[src/rtl/clk_pkg.sv]
// Shared types and defaults for the clock/reset sequencer.
// Holds the FSM state enum and clkdot source encodings.
package clk_pkg;

  typedef enum logic [2:0] {
    ST_WAIT_LOCK,
    ST_STABLE,
    ST_RUN,
    ST_GATE,
    ST_SEL,
    ST_UNGATE
  } state_t;

  localparam int DEF_LOCK_CNT      = 16;
  localparam int DEF_GATE_CNT      = 4;
  localparam int DEF_SET_DIV_LOG2  = 7;
  localparam int DEF_SCAN_DIV_LOG2 = 11;

  localparam logic CLKDOT_PRI = 1'b0;
  localparam logic CLKDOT_DIV = 1'b1;

  // States in which the system is out of reset
  function automatic logic is_live(input state_t s);
    return (s == ST_RUN) || (s == ST_GATE) ||
           (s == ST_SEL) || (s == ST_UNGATE);
  endfunction

endpackage

[src/rtl/sync2.sv]
// Two-flop synchronizer for a single asynchronous input.
// Reusable for any slow async level signal.
module sync2 (
  input  logic clk,
  input  logic rst,
  input  logic d,
  output logic q
);

  logic meta;

  always_ff @(posedge clk) begin
    if (rst) begin
      meta <= 1'b0;
      q    <= 1'b0;
    end else begin
      meta <= d;
      q    <= meta;
    end
  end

endmodule

[src/rtl/clk_rst_seq.sv]
// Clock/reset sequencer: DCM lock qualification, key clock
// enables and glitch-free clkdot source switching on mclk.
module clk_rst_seq
  import clk_pkg::*;
#(
  parameter int LOCK_CNT      = DEF_LOCK_CNT,
  parameter int GATE_CNT      = DEF_GATE_CNT,
  parameter int SET_DIV_LOG2  = DEF_SET_DIV_LOG2,
  parameter int SCAN_DIV_LOG2 = DEF_SCAN_DIV_LOG2
) (
  input  logic mclk,
  input  logic RESET,
  input  logic dcm_lock,
  input  logic clk_set,
  output logic rstb,
  output logic clkdot_sel,
  output logic clkdot_en,
  output logic key_scan_en,
  output logic key_set_en,
  output logic switch_busy,
  output logic lock_lost
);

  localparam int LW = $clog2(LOCK_CNT + 1);
  localparam int GW = $clog2(GATE_CNT + 1);
  localparam logic [LW-1:0] LOCK_LAST = LW'(LOCK_CNT - 1);
  localparam logic [GW-1:0] GATE_LAST = GW'(GATE_CNT - 1);

  logic lock_s;

  state_t state_q, state_d;
  logic [LW-1:0] lcnt_q, lcnt_d;
  logic [GW-1:0] gcnt_q, gcnt_d;
  logic [SCAN_DIV_LOG2-1:0] pre_q;

  logic rstb_d, en_d, busy_d, sel_d, lost_d;

  sync2 u_lock_sync (
    .clk (mclk),
    .rst (RESET),
    .d   (dcm_lock),
    .q   (lock_s)
  );

  always_comb begin
    state_d = state_q;
    lcnt_d  = lcnt_q;
    gcnt_d  = gcnt_q;
    rstb_d  = rstb;
    en_d    = clkdot_en;
    busy_d  = switch_busy;
    sel_d   = clkdot_sel;
    lost_d  = lock_lost;
    // Lock loss abandons any switch; clkdot_sel is left as is
    if (is_live(state_q) && !lock_s) begin
      state_d = ST_WAIT_LOCK;
      rstb_d  = 1'b0;
      en_d    = 1'b0;
      busy_d  = 1'b0;
      lost_d  = 1'b1;
    end else begin
      unique case (state_q)
        ST_WAIT_LOCK: begin
          rstb_d = 1'b0;
          en_d   = 1'b0;
          if (lock_s) begin
            state_d = ST_STABLE;
            lcnt_d  = '0;
          end
        end
        ST_STABLE: begin
          if (!lock_s) begin
            state_d = ST_WAIT_LOCK;
          end else if (lcnt_q == LOCK_LAST) begin
            state_d = ST_RUN;
            rstb_d  = 1'b1;
            en_d    = 1'b1;
          end else begin
            lcnt_d = lcnt_q + LW'(1);
          end
        end
        ST_RUN: begin
          if (clk_set != clkdot_sel) begin
            state_d = ST_GATE;
            en_d    = 1'b0;
            busy_d  = 1'b1;
            gcnt_d  = '0;
          end
        end
        ST_GATE: begin
          if (gcnt_q == GATE_LAST) begin
            state_d = ST_SEL;
          end else begin
            gcnt_d = gcnt_q + GW'(1);
          end
        end
        // Target is fixed at switch start; later changes re-switch
        ST_SEL: begin
          sel_d   = ~clkdot_sel;
          state_d = ST_UNGATE;
          gcnt_d  = '0;
        end
        ST_UNGATE: begin
          if (gcnt_q == GATE_LAST) begin
            state_d = ST_RUN;
            en_d    = 1'b1;
            busy_d  = 1'b0;
          end else begin
            gcnt_d = gcnt_q + GW'(1);
          end
        end
        default: state_d = ST_WAIT_LOCK;
      endcase
    end
  end

  always_ff @(posedge mclk) begin
    if (RESET) begin
      state_q     <= ST_WAIT_LOCK;
      lcnt_q      <= '0;
      gcnt_q      <= '0;
      pre_q       <= '0;
      rstb        <= 1'b0;
      clkdot_sel  <= CLKDOT_PRI;
      clkdot_en   <= 1'b0;
      switch_busy <= 1'b0;
      lock_lost   <= 1'b0;
      key_set_en  <= 1'b0;
      key_scan_en <= 1'b0;
    end else begin
      state_q     <= state_d;
      lcnt_q      <= lcnt_d;
      gcnt_q      <= gcnt_d;
      rstb        <= rstb_d;
      clkdot_sel  <= sel_d;
      clkdot_en   <= en_d;
      switch_busy <= busy_d;
      lock_lost   <= lost_d;
      pre_q       <= is_live(state_q) ? pre_q + 1'b1 : '0;
      key_set_en  <= &pre_q[SET_DIV_LOG2-1:0];
      key_scan_en <= &pre_q;
    end
  end

endmodule

[config.mk]
export PLATFORM = sky130hd
export DESIGN_NAME = clk_rst_seq
export DESIGN_NICKNAME = d
export VERILOG_FILES = /design/src/rtl/clk_pkg.sv /design/src/rtl/sync2.sv /design/src/rtl/clk_rst_seq.sv
export SDC_FILE = /design/constraint.sdc
export NUM_CORES = 1
export LEC_CHECK = 0
export ABC_CLOCK_PERIOD_IN_PS = 2240
export CORE_UTILIZATION = 50
export DETAILED_ROUTE_END_ITERATION = 16
export DONT_BUFFER_PORTS = 1
export PLACE_DENSITY = 0.71
export SLEW_MARGIN = 25
export SYNTH_ARGS = -nofsm -noshare
export SYNTH_HDL_FRONTEND = slang
export SYNTH_HIERARCHICAL = 1
export SYNTH_SLANG_ARGS = --single-unit
[constraint.sdc]
create_clock -name mclk -period 2.24 [get_ports mclk]
set_clock_uncertainty 0.05 [all_clocks]
set_input_delay 0.448 -clock mclk [delete_from_list [all_inputs] [get_ports mclk]]
set_output_delay 0.448 -clock mclk [all_outputs]
set_load 0.01 [all_outputs]
Yosys cells after proc, flatten, opt, wreduce, memory -nomap -nowiden
Cells that the tools add are included.
W data, S select, Z words.
{"block": "word_totals", "out_inout_bits": 7, "input_bits": 4, "ff_bits": 31}
{"block": "op_classes", "reduce_logical": 22, "bitwise_logic": 3, "n_eq_ne": 17, "addsub": 3, "muxes": 23}
{"cell": "$mux W3", "n": 8}
{"cell": "$pmux W3 S6", "n": 1}
{"cell": "$mux W5", "n": 3}
{"cell": "$reduce_and A5 Y1", "n": 3}
{"cell": "$add A11 B1 Y11 const B", "n": 1}
{"cell": "$reduce_and A11 Y1", "n": 1}
{"cell": "$pmux W5 S2", "n": 1}
{"cell": "$eq A3 B2 Y1 const B", "n": 3}
{"cell": "$pmux W3 S3", "n": 1}
{"cell": "$ne A2 B1 Y1 const B", "n": 4}
{"cell": "$ne A2 B2 Y1 const B", "n": 4}
{"cell": "$reduce_and A7 Y1", "n": 1}
{"cell": "$eq A3 B3 Y1 const B", "n": 2}
{"cell": "$mux W1", "n": 6}
{"cell": "$reduce_and A3 Y1", "n": 2}
{"cell": "$reduce_or A2 Y1", "n": 3}
{"cell": "$add A5 B1 Y5 const B", "n": 1}
{"cell": "$eq A5 B4 Y1 const B", "n": 1}
{"cell": "$pmux W1 S2", "n": 2}
{"cell": "$pmux W1 S4", "n": 1}
{"cell": "$reduce_and A4 Y1", "n": 1}
{"cell": "$reduce_bool A2 Y1", "n": 2}
{"cell": "$reduce_bool A4 Y1", "n": 1}
{"cell": "$add A3 B1 Y3 const B", "n": 1}
{"cell": "other kinds (10)", "n": 14}

Depth between registers and ports, before layout
{"block": "logic_depth", "word_depth": 7, "ltp_mapped": 7}

By module
The synthesis kept the hierarchy.
{"module": "clk_rst_seq", "area_each_um2": 1403.8, "cells_each": 161, "instances": 1}
{"module": "sync2", "area_each_um2": 52.6, "cells_each": 4, "instances": 1}

Least setup slack after synthesis
Ideal clock, no wire load.
{"block": "synth_path", "path_kind": "register to register", "start": "reg lcnt_q[0]", "end": "reg lcnt_q[3]", "stages_incl_launch_ff": 8, "required_ps": 2120, "path_slack_ps": 269, "setup_ps": 70, "arrival_time_ps": 1851, "synth_period_minus_slack_ps": 1971, "path_cell_list": "dfxtp_1 ha_1 and3_1 ha_1 clkbuf_1 and4b_1 or4b_1 a21oi_1"}
{"block": "synth_via", "elab_chain_len": 4}
{"element": "start, declared", "line_no": "clk_rst_seq.sv:32", "source": "logic [LW-1:0] lcnt_q, lcnt_d;"}
{"element": "start signal, assigned", "line_no": "clk_rst_seq.sv:132", "source": "lcnt_q <= lcnt_d;"}
{"element": "$add A5 B1 Y5", "line_no": "clk_rst_seq.sv:79", "source": "lcnt_d = lcnt_q + LW'(1);"}
{"element": "$mux W5", "line_no": "clk_rst_seq.sv:74", "source": "end else if (lcnt_q == LOCK_LAST) begin"}
{"element": "$mux W5", "line_no": "clk_rst_seq.sv:72", "source": "if (!lock_s) begin"}
{"element": "$pmux W5 S2", "line_no": "clk_rst_seq.sv:62", "source": "unique case (state_q)"}
Parallel ways exist; a longest one is shown, timed or not. The select of a mux whose other input is x is not followed.
A chain may end at the register's enable or synchronous reset.

Final worst setup path
{"block": "layout_path", "start": "reg lcnt_q[0]", "end": "reg lcnt_q[4]"}
Same word-level chain as after synthesis.

==> metrics <==
status=completed; hpwl dp=1940 µm; worst setup path class=reg -> reg; buffers added on ports=0; Worst R2R End=lcnt_q[4]; sw frac=20.0%; top-level I/O count=11; worst reg2reg setup slack=around 160 ps; P per Cell Area=approximately 670 nW/µm²; Clock Tree Buf Depth=2; DR vias/cell=around 6.2; post-synthesis average cell area=8.83 µm²; register bit total from synthesis=31; Internal Power=between 0.0008 and 0.0009 W; Critical Path Sink=lcnt_q[4]; fin util=55.8%; final WL=2750 µm; CTS resizes=0; wire length per cell=14.1 µm; unrepaired setup endpoints after global routing=no; Placer Congestion=0.816; Num CTS Buffers=5; # diodes=0; hold slack final=128 ps; Clock transition at path regs=90 ps; total power=just over 0.001 W; number of global-route vias before repair=1,157; H-tree depth=2; max incr delay on CP=approximately 490 ps; Worst VDD drop=0.000585 V; setup repair bufs after CTS=0; max_slew headroom=60.9%; Critical Path RT=2430 ps; initial antenna violation count=0; fmax=slightly below 500 MHz; Setup WS post-layout=163 ps; most common cell after layout, fill and taps aside=dfxtp_1; Warnings, synthesis=6; synth unique cells=43; Max-Cap Viols=0; P_leak=0.514 nW; Worst setup EP type=flip-flop; Slowest-stage cell, CP=nor4b_1; DR DRC count=0; worst hold path type=in -> reg; min cycle time layout=between 2000 and 2500 ps; Hold Violations, Final=0; Die X=56.0 µm; Startpoint Class=flip-flop; Slew Viols, Final=0; area of the multi-input gates=766 µm²; core area=2760 µm²; post-synth net total=174; pin count of the biggest net entering global routing=17; hold-fix buffers at CTS=0; most frequent cells in the layout=dfxtp_1 (31), nand2_1 (15), nand3_1 (10), a21oi_1 (10), nor2_1 (7); most used cell, CP=ha_1; Final Cycle Share=92.7%; cell chain of the critical path=ha_1 > and3_1 > ha_1 > nor4b_1 > nand2_1 > o32ai_1; Worst R2R Start=lcnt_q[0]; Post-synth ARST share=0%; total negative slack=0 ps; Clock Root Buffer=clkbuf_4; R2R depth=6; Overflow after GRT=0; final setup fails=0; drt first pass iters=4; Post-Syn Area=1460 µm²; ys flop type=dfxtp_1; Fillers=about 270; Psw=0.000205 W; cells after synthesis=165; clk sink count=31; Post-DRT Antenna Nets=0; Slew @ Worst Pin=about 580 ps; die area=between 3000 and 4000 µm²; clock power share=roughly 44%; register area share after synthesis=42.6%; Total Routing Usage GR=20.3%; critical path peak fanout=10; layout cells sized above 1=5.49%; Die Height=56.0 µm; CTS tree=built; Area Overhead vs Synth=5.58%; Initial Util=52.8%; initial DRC count=35; crit path from=lcnt_q[0]; Cell Rows=19; final net count=172; WP data arrival=2270 ps; sequential cell area=between 600 and 700 µm²; first-pass GRT wire length=approximately 5000 µm; Combinational Power Share=1.7%; via count=1,201; Worst-Skew Late Latency=roughly 330 ps; DP Worst Slack=201 ps; sequential power share=between 50 and 60%; number of synthesized flops with an enable pin=0
[area by class of cell]
type / count / share of cell area, %
Multi-Input combinational cell: 118 / 49.8
Sequential cell: 31 / 40.4
Clock buffer: 6 / 3.34
Tap cell: 31 / 2.52
Clock inverter: 2 / 2.28
Inverter: 7 / 1.71
[cells by family after synthesis]
kind of cell,count (synthesis),synth area share (%)
AO/OA/AOI/OAI,37,16.5
XOR/XNOR,8,4.81
adder cells (fa/ha/maj),5,4.30
buffers and inverters,16,4.81
flip-flops,31,42.6
multiplexers,3,2.06
AND/OR/NAND/NOR,65,24.9
[worst max-delay path, delay by kind of cell (launching register included)]
family                     cells  cell delay, ps
adders and majority gates      2             530
and+or+nand+nor                3             840
AOI/OAI and AO/OA              1             220
DFF                            1             360
[layer usage]
metal	GRT usage [%]	up-vias	routed length, µm
li1	-	597	-
met1	25.8	570	1280
met2	32.5	27	1290
met3	4.65	7	124
met4	9.76	0	53
met5	0	-	0
[registers in the layout (all words and copies together) (netlist names), 3 cells and up]
signal and cells:
state_q 3, gcnt_q 3, pre_q 11, lcnt_q 5
[stage by stage]
step | cell area [µm²] | instances
after CTS | 1540 | 195
after floorplan | 1460 | 165
after global placement | 1450 | 187
after detailed placement | 1450 | 187
final | 1540 | 195
after global routing | 1540 | 195
[worst min-delay path by stage]
| stage | to | slack (ps) | from | cells after the start |
|---|---|---|---|---|
| final | u_lock_sync/meta | 130 | RESET | 1 |
| after global routing | u_lock_sync/meta | 110 | RESET | 1 |
| after CTS | u_lock_sync/meta | 120 | RESET | 1 |
| after detailed placement | u_lock_sync/q | 390 | u_lock_sync/meta | 1 |
| after global placement | u_lock_sync/q | 370 | u_lock_sync/meta | 1 |
| after floorplan | u_lock_sync/q | 360 | u_lock_sync/meta | 1 |
[power by group through the flow]
stage	logic [W]	clock network (W)	registers [W]
finish	0.0000172	0.000454	0.000558
global route	0.0000194	0.000486	0.000559
CTS	0.0000172	0.000468	0.000558
detailed placement	0.0000171	0	0.000571
global placement	0.0000169	0	0.000571
floorplan	0.0000190	0	0.000567
[cells in the mapped netlist (2+ instances only)]
cell | instances | share of area (%)
nand3_1 | 10 | 3.4
xor2_1 | 3 | 1.8
inv_1 | 6 | 1.5
nand2_1 | 15 | 3.9
clkbuf_1 | 6 | 1.5
nor3_1 | 2 | 0.69
dfxtp_1 | 31 | 43
and3_1 | 3 | 1.3
or4_1 | 3 | 1.5
a211oi_1 | 2 | 1.0
or3_1 | 4 | 1.7
nor2_1 | 7 | 1.8
ha_1 | 5 | 4.3
a21oi_1 | 10 | 3.4
o21ai_0 | 6 | 2.1
o31ai_1 | 3 | 1.5
o32ai_1 | 3 | 1.8
nor2b_1 | 4 | 1.7
nand4_1 | 2 | 0.86
xnor2_1 | 5 | 3.0
nand3b_1 | 4 | 2.1
nand2b_1 | 3 | 1.3
o21a_1 | 2 | 1.0
mux2i_1 | 3 | 2.1
a31oi_1 | 5 | 2.1
Note: power is estimated with default switching activity, not from simulation.
